$ cat config.mk
export PLATFORM = sky130hd
export DESIGN_NAME = datamem_arbiter
export DESIGN_NICKNAME = d
export VERILOG_FILES = /design/src/rtl/datamem_arbiter.sv
export SDC_FILE = /design/constraint.sdc
export NUM_CORES = 1
export LEC_CHECK = 0
export ABC_CLOCK_PERIOD_IN_PS = 1600
export CAP_MARGIN = 20
export CORE_AREA = 3 3 53 55
export DETAILED_ROUTE_END_ITERATION = 10
export DIE_AREA = 0 0 56 58
export DONT_BUFFER_PORTS = 1
export GPL_ROUTABILITY_DRIVEN = 0
export SETUP_SLACK_MARGIN = 0.2
export SYNTH_ARGS = -nofsm -noshare
export SYNTH_HDL_FRONTEND = slang
export SYNTH_SLANG_ARGS = --single-unit
export TNS_END_PERCENT = 10
$ cat constraint.sdc
create_clock -name clk -period 1.6 [get_ports clk]
set_clock_uncertainty 0.1 [all_clocks]
set_input_delay 0.32 -clock clk [delete_from_list [all_inputs] [get_ports clk]]
set_output_delay 0.32 -clock clk [all_outputs]
set_load 0.05 [all_outputs]
$ cat src/rtl/datamem_arbiter.sv
`default_nettype none
// ============================================================================
// Module   : datamem_arbiter
// Purpose  : Shares the data-memory port between the CPU and the export port.
//            The CPU has priority, and a starvation counter forces an export grant.
// Revision : 1.0 - initial release
// ============================================================================
module datamem_arbiter #(
    parameter int DATA_W   = 16,
    parameter int DATA_A   = 11,
    parameter int MAX_WAIT = 4
) (
    input  logic              clk,
    input  logic              reset,
    input  logic              cpu_req,
    input  logic              cpu_we,
    input  logic [DATA_A-1:0] cpu_addr,
    input  logic [DATA_W-1:0] cpu_wdata,
    output logic              cpu_stall,
    output logic              cpu_rvalid,
    output logic [DATA_W-1:0] cpu_rdata,
    input  logic              exp_req,
    input  logic              exp_we,
    input  logic [DATA_A-1:0] exp_addr,
    input  logic [DATA_W-1:0] exp_wdata,
    output logic              exp_gnt,
    output logic              exp_rvalid,
    output logic [DATA_W-1:0] exp_rdata,
    output logic [DATA_A-1:0] mem_address,
    output logic [DATA_W-1:0] mem_data,
    output logic              mem_MR,
    output logic              mem_MW,
    input  logic [DATA_W-1:0] mem_out
);

    // Read-return tag: records which requester owns the data arriving next cycle
    typedef logic [1:0] tag_t;
    localparam tag_t       c_TAG_NONE = 2'd0;
    localparam tag_t       c_TAG_CPU  = 2'd1;
    localparam tag_t       c_TAG_EXP  = 2'd2;
    localparam logic [3:0] c_MAX_WAIT = 4'(MAX_WAIT);

    tag_t       r_rd_tag;
    tag_t       w_rd_tag_next;
    logic [3:0] r_wait_cnt;
    logic [3:0] w_wait_next;
    logic       r_forced;
    logic       w_forced_next;
    logic       w_cpu_grant;
    logic       w_exp_grant;
    logic       w_grant_we;

    always_ff @(posedge clk) begin
        if (reset) begin
            r_rd_tag   <= c_TAG_NONE;
            r_wait_cnt <= '0;
            r_forced   <= 1'b0;
        end else begin
            r_rd_tag   <= w_rd_tag_next;
            r_wait_cnt <= w_wait_next;
            r_forced   <= w_forced_next;
        end
    end

    always_comb begin
        // A forced slot only blocks the CPU while the export is still asking
        w_cpu_grant = cpu_req & ~(r_forced & exp_req);
        w_exp_grant = exp_req & ~w_cpu_grant;
        cpu_stall   = cpu_req & ~w_cpu_grant;
        exp_gnt     = w_exp_grant;

        mem_address = '0;
        mem_data    = '0;
        w_grant_we  = 1'b0;
        if (w_cpu_grant) begin
            mem_address = cpu_addr;
            mem_data    = cpu_wdata;
            w_grant_we  = cpu_we;
        end else if (w_exp_grant) begin
            mem_address = exp_addr;
            mem_data    = exp_wdata;
            w_grant_we  = exp_we;
        end
        mem_MR = (w_cpu_grant | w_exp_grant) & ~w_grant_we;
        mem_MW = (w_cpu_grant | w_exp_grant) & w_grant_we;

        w_rd_tag_next = c_TAG_NONE;
        if (w_cpu_grant & ~cpu_we) begin
            w_rd_tag_next = c_TAG_CPU;
        end else if (w_exp_grant & ~exp_we) begin
            w_rd_tag_next = c_TAG_EXP;
        end

        w_wait_next = '0;
        if (exp_req & ~w_exp_grant) begin
            w_wait_next = (r_wait_cnt >= c_MAX_WAIT) ? c_MAX_WAIT : r_wait_cnt + 4'd1;
        end
        w_forced_next = (w_wait_next == c_MAX_WAIT);

        cpu_rvalid = (r_rd_tag == c_TAG_CPU);
        exp_rvalid = (r_rd_tag == c_TAG_EXP);
        cpu_rdata  = cpu_rvalid ? mem_out : '0;
        exp_rdata  = exp_rvalid ? mem_out : '0;
    end

endmodule
`default_nettype wire

==> results of run 1 <==
## through the flow
step	hold slack [ns]	area [um2]	TNS, ns	worst slack [ns]	instances
2_1_floorplan	0.296	1440	-2.29	-0.0864	152
3_3_place_gp	0.298	2370	-0.0185	-0.0185	227
## logic make-up after synthesis
logic type | Yosys count
simple gates | 75
other cells | 1
fa+ha+maj | 1
buf+inv | 37
compound gates | 3
mux | 28
flops | 7
==> results.json, run 1 <==
{
  "start_util": 0.424,
  "syn_area_um2": 1030,
  "synth-edff-count": 0,
  "error_line": "[ERROR DPL-0033] detailed placement checks failed during check placement.",
  "synthXorXnorAreaFrac": 0,
  "ys_ff_latch": 7,
  "synthFlopType": "dfxtp_1",
  "stop_stage": "detailed placement",
  "postSynthAreaPerCell_um2": 6.78,
  "synthAdderAreaFrac": 0.0121,
  "synth_compound_area_frac": 0.0206,
  "yosysMostFrequentCell": "and2_1",
  "port_buffers": 0,
  "synth_cell_types": 23,
  "syn_inst": 152,
  "outcome": "aborted with a tool error",
  "muxShareOfSynthArea": 0.272,
  "ys_warn_count": 0,
  "synthTopCellsByArea": "mux2i_1, and2_1, dfxtp_1",
  "synthSimpleGateAreaFrac": 0.390,
  "synthesis.nets": 229,
  "die_w_um": 56,
  "dpl.hpwl_mm": 5.45,
  "synthArstFlopShare": 0,
  "yosysTopAreaCellShare": 0.272,
  "seq_area_frac_synth": 0.136,
  "die_height_um": 58,
  "rows": 18,
  "ios": 141,
  "yosysTopAreaCell": "mux2i_1",
  "yosys-top-cells-count": "and2_1, inv_1, mux2i_1, nand2_1, dfxtp_1",
  "synth_top_family_by_area": "simple AND/OR/NAND/NOR gates"
}
==> inputs of run 2 (changes only) <==
--- a/config.mk
+++ b/config.mk
@@ -7,12 +7,12 @@
 export LEC_CHECK = 0
 export ABC_CLOCK_PERIOD_IN_PS = 1600
 export CAP_MARGIN = 20
-export CORE_AREA = 3 3 53 55
+export CORE_AREA = 3 3 64 66
 export DETAILED_ROUTE_END_ITERATION = 10
-export DIE_AREA = 0 0 56 58
+export DIE_AREA = 0 0 67 69
 export DONT_BUFFER_PORTS = 1
 export GPL_ROUTABILITY_DRIVEN = 0
-export SETUP_SLACK_MARGIN = 0.2
+export PLACE_DENSITY_LB_ADDON = 0.15
 export SYNTH_ARGS = -nofsm -noshare
 export SYNTH_HDL_FRONTEND = slang
 export SYNTH_SLANG_ARGS = --single-unit
==> results.json, run 2 <==
{
  "outcome": "complete, but fails checks",
  "violations": "negative setup slack",
  "cp-startpoint": "r_forced",
  "drive_gt1_frac": 0.638,
  "clk_pin_slew_ns": 0.04,
  "layout_setup_ws_ns": -0.229,
  "r2r-start": "r_forced",
  "yosysTopAreaCell": "mux2i_1",
  "internal-power_mw": 0.837,
  "holdPathStages": 1,
  "synthTopCellsByArea": "mux2i_1, and2_1, dfxtp_1",
  "rows": 22,
  "die_w_um": 67,
  "start_kind": "flop",
  "cts_buffers": 3,
  "via_per_inst": 4.82,
  "p_sw_mw": 0.587,
  "cts_root_buffer": "clkbuf_8",
  "arrival_ns": 1.41,
  "finish.utilization": 0.746,
  "drcViolationCount": 0,
  "period_needed_ns": 1.83,
  "drv_cap": 0,
  "yosysMostFrequentCell": "and2_1",
  "port_buffers": 0,
  "mostFrequentLayoutCells": "buf_12, inv_1, nand2_1, mux2i_4, and2_4",
  "ys_ff_latch": 7,
  "wirelength_mm": 4.04,
  "postSynthAreaPerCell_um2": 6.78,
  "dpl_worst_slack_ns": -0.0154,
  "syn_to_final_growth_pct": 163,
  "seq_area_frac_synth": 0.136,
  "critPathRequiredTime_ns": 1.18,
  "hold_viol_final": 0,
  "syn_area_um2": 1030,
  "via_count": 1243,
  "hold_class": "in2reg",
  "drtIter0Drc": 8,
  "dpl.hpwl_mm": 3.47,
  "yosys-top-cells-count": "and2_1, inv_1, mux2i_1, nand2_1, dfxtp_1",
  "synth_cell_types": 23,
  "multiInputGateArea_um2": 1170,
  "grt_pass1_vias": 1352,
  "diodes": 0,
  "nNetsFinal": 288,
  "wl_per_cell_um": 15.7,
  "maxSlewViolCount": 0,
  "switching_share": 0.412,
  "fillCellCount": 251,
  "crit_type": "reg2out",
  "yosysTopAreaCellShare": 0.272,
  "endpoint_kind": "primary output",
  "synthFlopType": "dfxtp_1",
  "ios": 141,
  "grt_setup_unrepaired": "true",
  "fin_area_um2": 2710,
  "setup-tns-final_ns": -6.44,
  "core_area_um2": 3630,
  "start_util": 0.284,
  "use_met1": 0.175,
  "placed_cell_area_um2": 2530,
  "clock_latency_ns": 0.23,
  "drtAntennaViolNets": 0,
  "dieArea_um2": 4620,
  "pwr-share-seq": 0.131,
  "min_from": "reset",
  "reg_top3": "r_wait_cnt: 4 flops, r_rd_tag: 2 flops, r_forced: 1 flops",
  "total_power_mw": 1.42,
  "timing.final.crit_share": 1.14,
  "antenna_found_initial": 0,
  "ff2ff_path_depth": 3,
  "die_height_um": 69,
  "peakVddDrop_uv": 401,
  "cts_tree": "built",
  "pwr_density_cell_nw_per_um2": 525,
  "largest_register_ffs": 4,
  "ff_latch_area_um2": 144,
  "ys_warn_count": 0,
  "cts.sinks": 7,
  "grt_use_total": 0.176,
  "use_met2": 0.338,
  "regMostFlops": "r_wait_cnt",
  "htreeDepth": 1,
  "p_leak_nw": 1.19,
  "synth-edff-count": 0,
  "grt_pass1_wl_mm": 6.27,
  "clkPwrFrac": 0.177,
  "comb_power_share": 0.693,
  "synthArstFlopShare": 0,
  "cp_max_fo": 7,
  "grt_overflow_total": 0,
  "syn_inst": 152,
  "setup_viol": 47,
  "synthesis.nets": 229,
  "grt_max_degree": 34,
  "cts_buffer_depth": 2,
  "grt_use_met3": 0.0326,
  "clock.fmax_mhz": 547,
  "grt.busiest_layer": "met2",
  "final_common_cell": "buf_12",
  "drt_pass1_iterations": 3
}
-- run 2: cell counts after synthesis --
Identical to the previous run, type by type.
-- run 2: path summary, 6_finish.rpt --
check / endpoint / slack (ns)
min: r_rd_tag[0] / 0.06
max: mem_data[14] / -0.23
min reg2reg: r_wait_cnt[0] / 0.38
max reg2reg: r_wait_cnt[1] / 0.40
-- run 2: critical path, cell delays in order, from the launching register on --
cell	delay [ns]
dfxtp_2	0.32
a21bo_4	0.23
buf_12	0.13
buf_12	0.14
mux2i_4	0.19
buf_12	0.16
-- run 2: metrics by stage --
step	std cells	hold slack [ns]
2_1_floorplan	152	0.296
3_3_place_gp	251	0.298
3_5_place_dp	251	0.300
4_1_cts	259	0.0648
5_1_grt	258	0.0528
6_report	258	0.0578
-- run 2: cell type report --
class	count	area share
flip-flops and latches	7	0.0531
clock buffers	4	0.0166
well taps	48	0.0222
repair buffers	63	0.436
multi-input cells	108	0.434
inverters	28	0.0388
-- run 2: cell families after synthesis --
kind of cell / Yosys count / synth area share
flip-flops: 7 / 0.136
adder cells (fa/ha/maj): 1 / 0.0121
AO/OA/AOI/OAI: 3 / 0.0206
AND/OR/NAND/NOR: 75 / 0.390
buffers and inverters: 37 / 0.166
multiplexers: 28 / 0.272
other: 1 / 0.00364
-- run 2: timing repair --
item / 4_1_cts / 5_1_grt
setup endpoints to repair: 59 / 63
cloned: 1 / 0
buffers inserted: 3 / 1
gates resized for setup: 10 / 28
hold buffers: 0 / 0
pin swaps: 3 / 14
-- run 2: power by group through the flow --
stage / clock network [mW] / logic (mW) / registers (mW)
5_1_grt: 0.268 / 1.02 / 0.187
3_5_place_dp: 0 / 0.955 / 0.188
6_report: 0.251 / 0.986 / 0.186
4_1_cts: 0.249 / 0.990 / 0.185
3_3_place_gp: 0 / 0.943 / 0.187
2_1_floorplan: 0 / 0.580 / 0.187
-- run 2: routing by layer --
metal / wire, um / vias up
met5: 0 / -
met4: 85 / 0
met3: 410 / 9
met2: 2350 / 87
met1: 1200 / 560
li1: - / 587
Power figures use the tool's default switching activity.
==> inputs of run 3 (changes only) <==
--- a/config.mk
+++ b/config.mk
@@ -5,7 +5,6 @@
 export SDC_FILE = /design/constraint.sdc
 export NUM_CORES = 1
 export LEC_CHECK = 0
-export ABC_CLOCK_PERIOD_IN_PS = 1600
 export CAP_MARGIN = 20
 export CORE_AREA = 3 3 64 66
 export DETAILED_ROUTE_END_ITERATION = 10
==> results of run 3 <==
The final DEF is identical to that of run 2; final timing and power are the same.
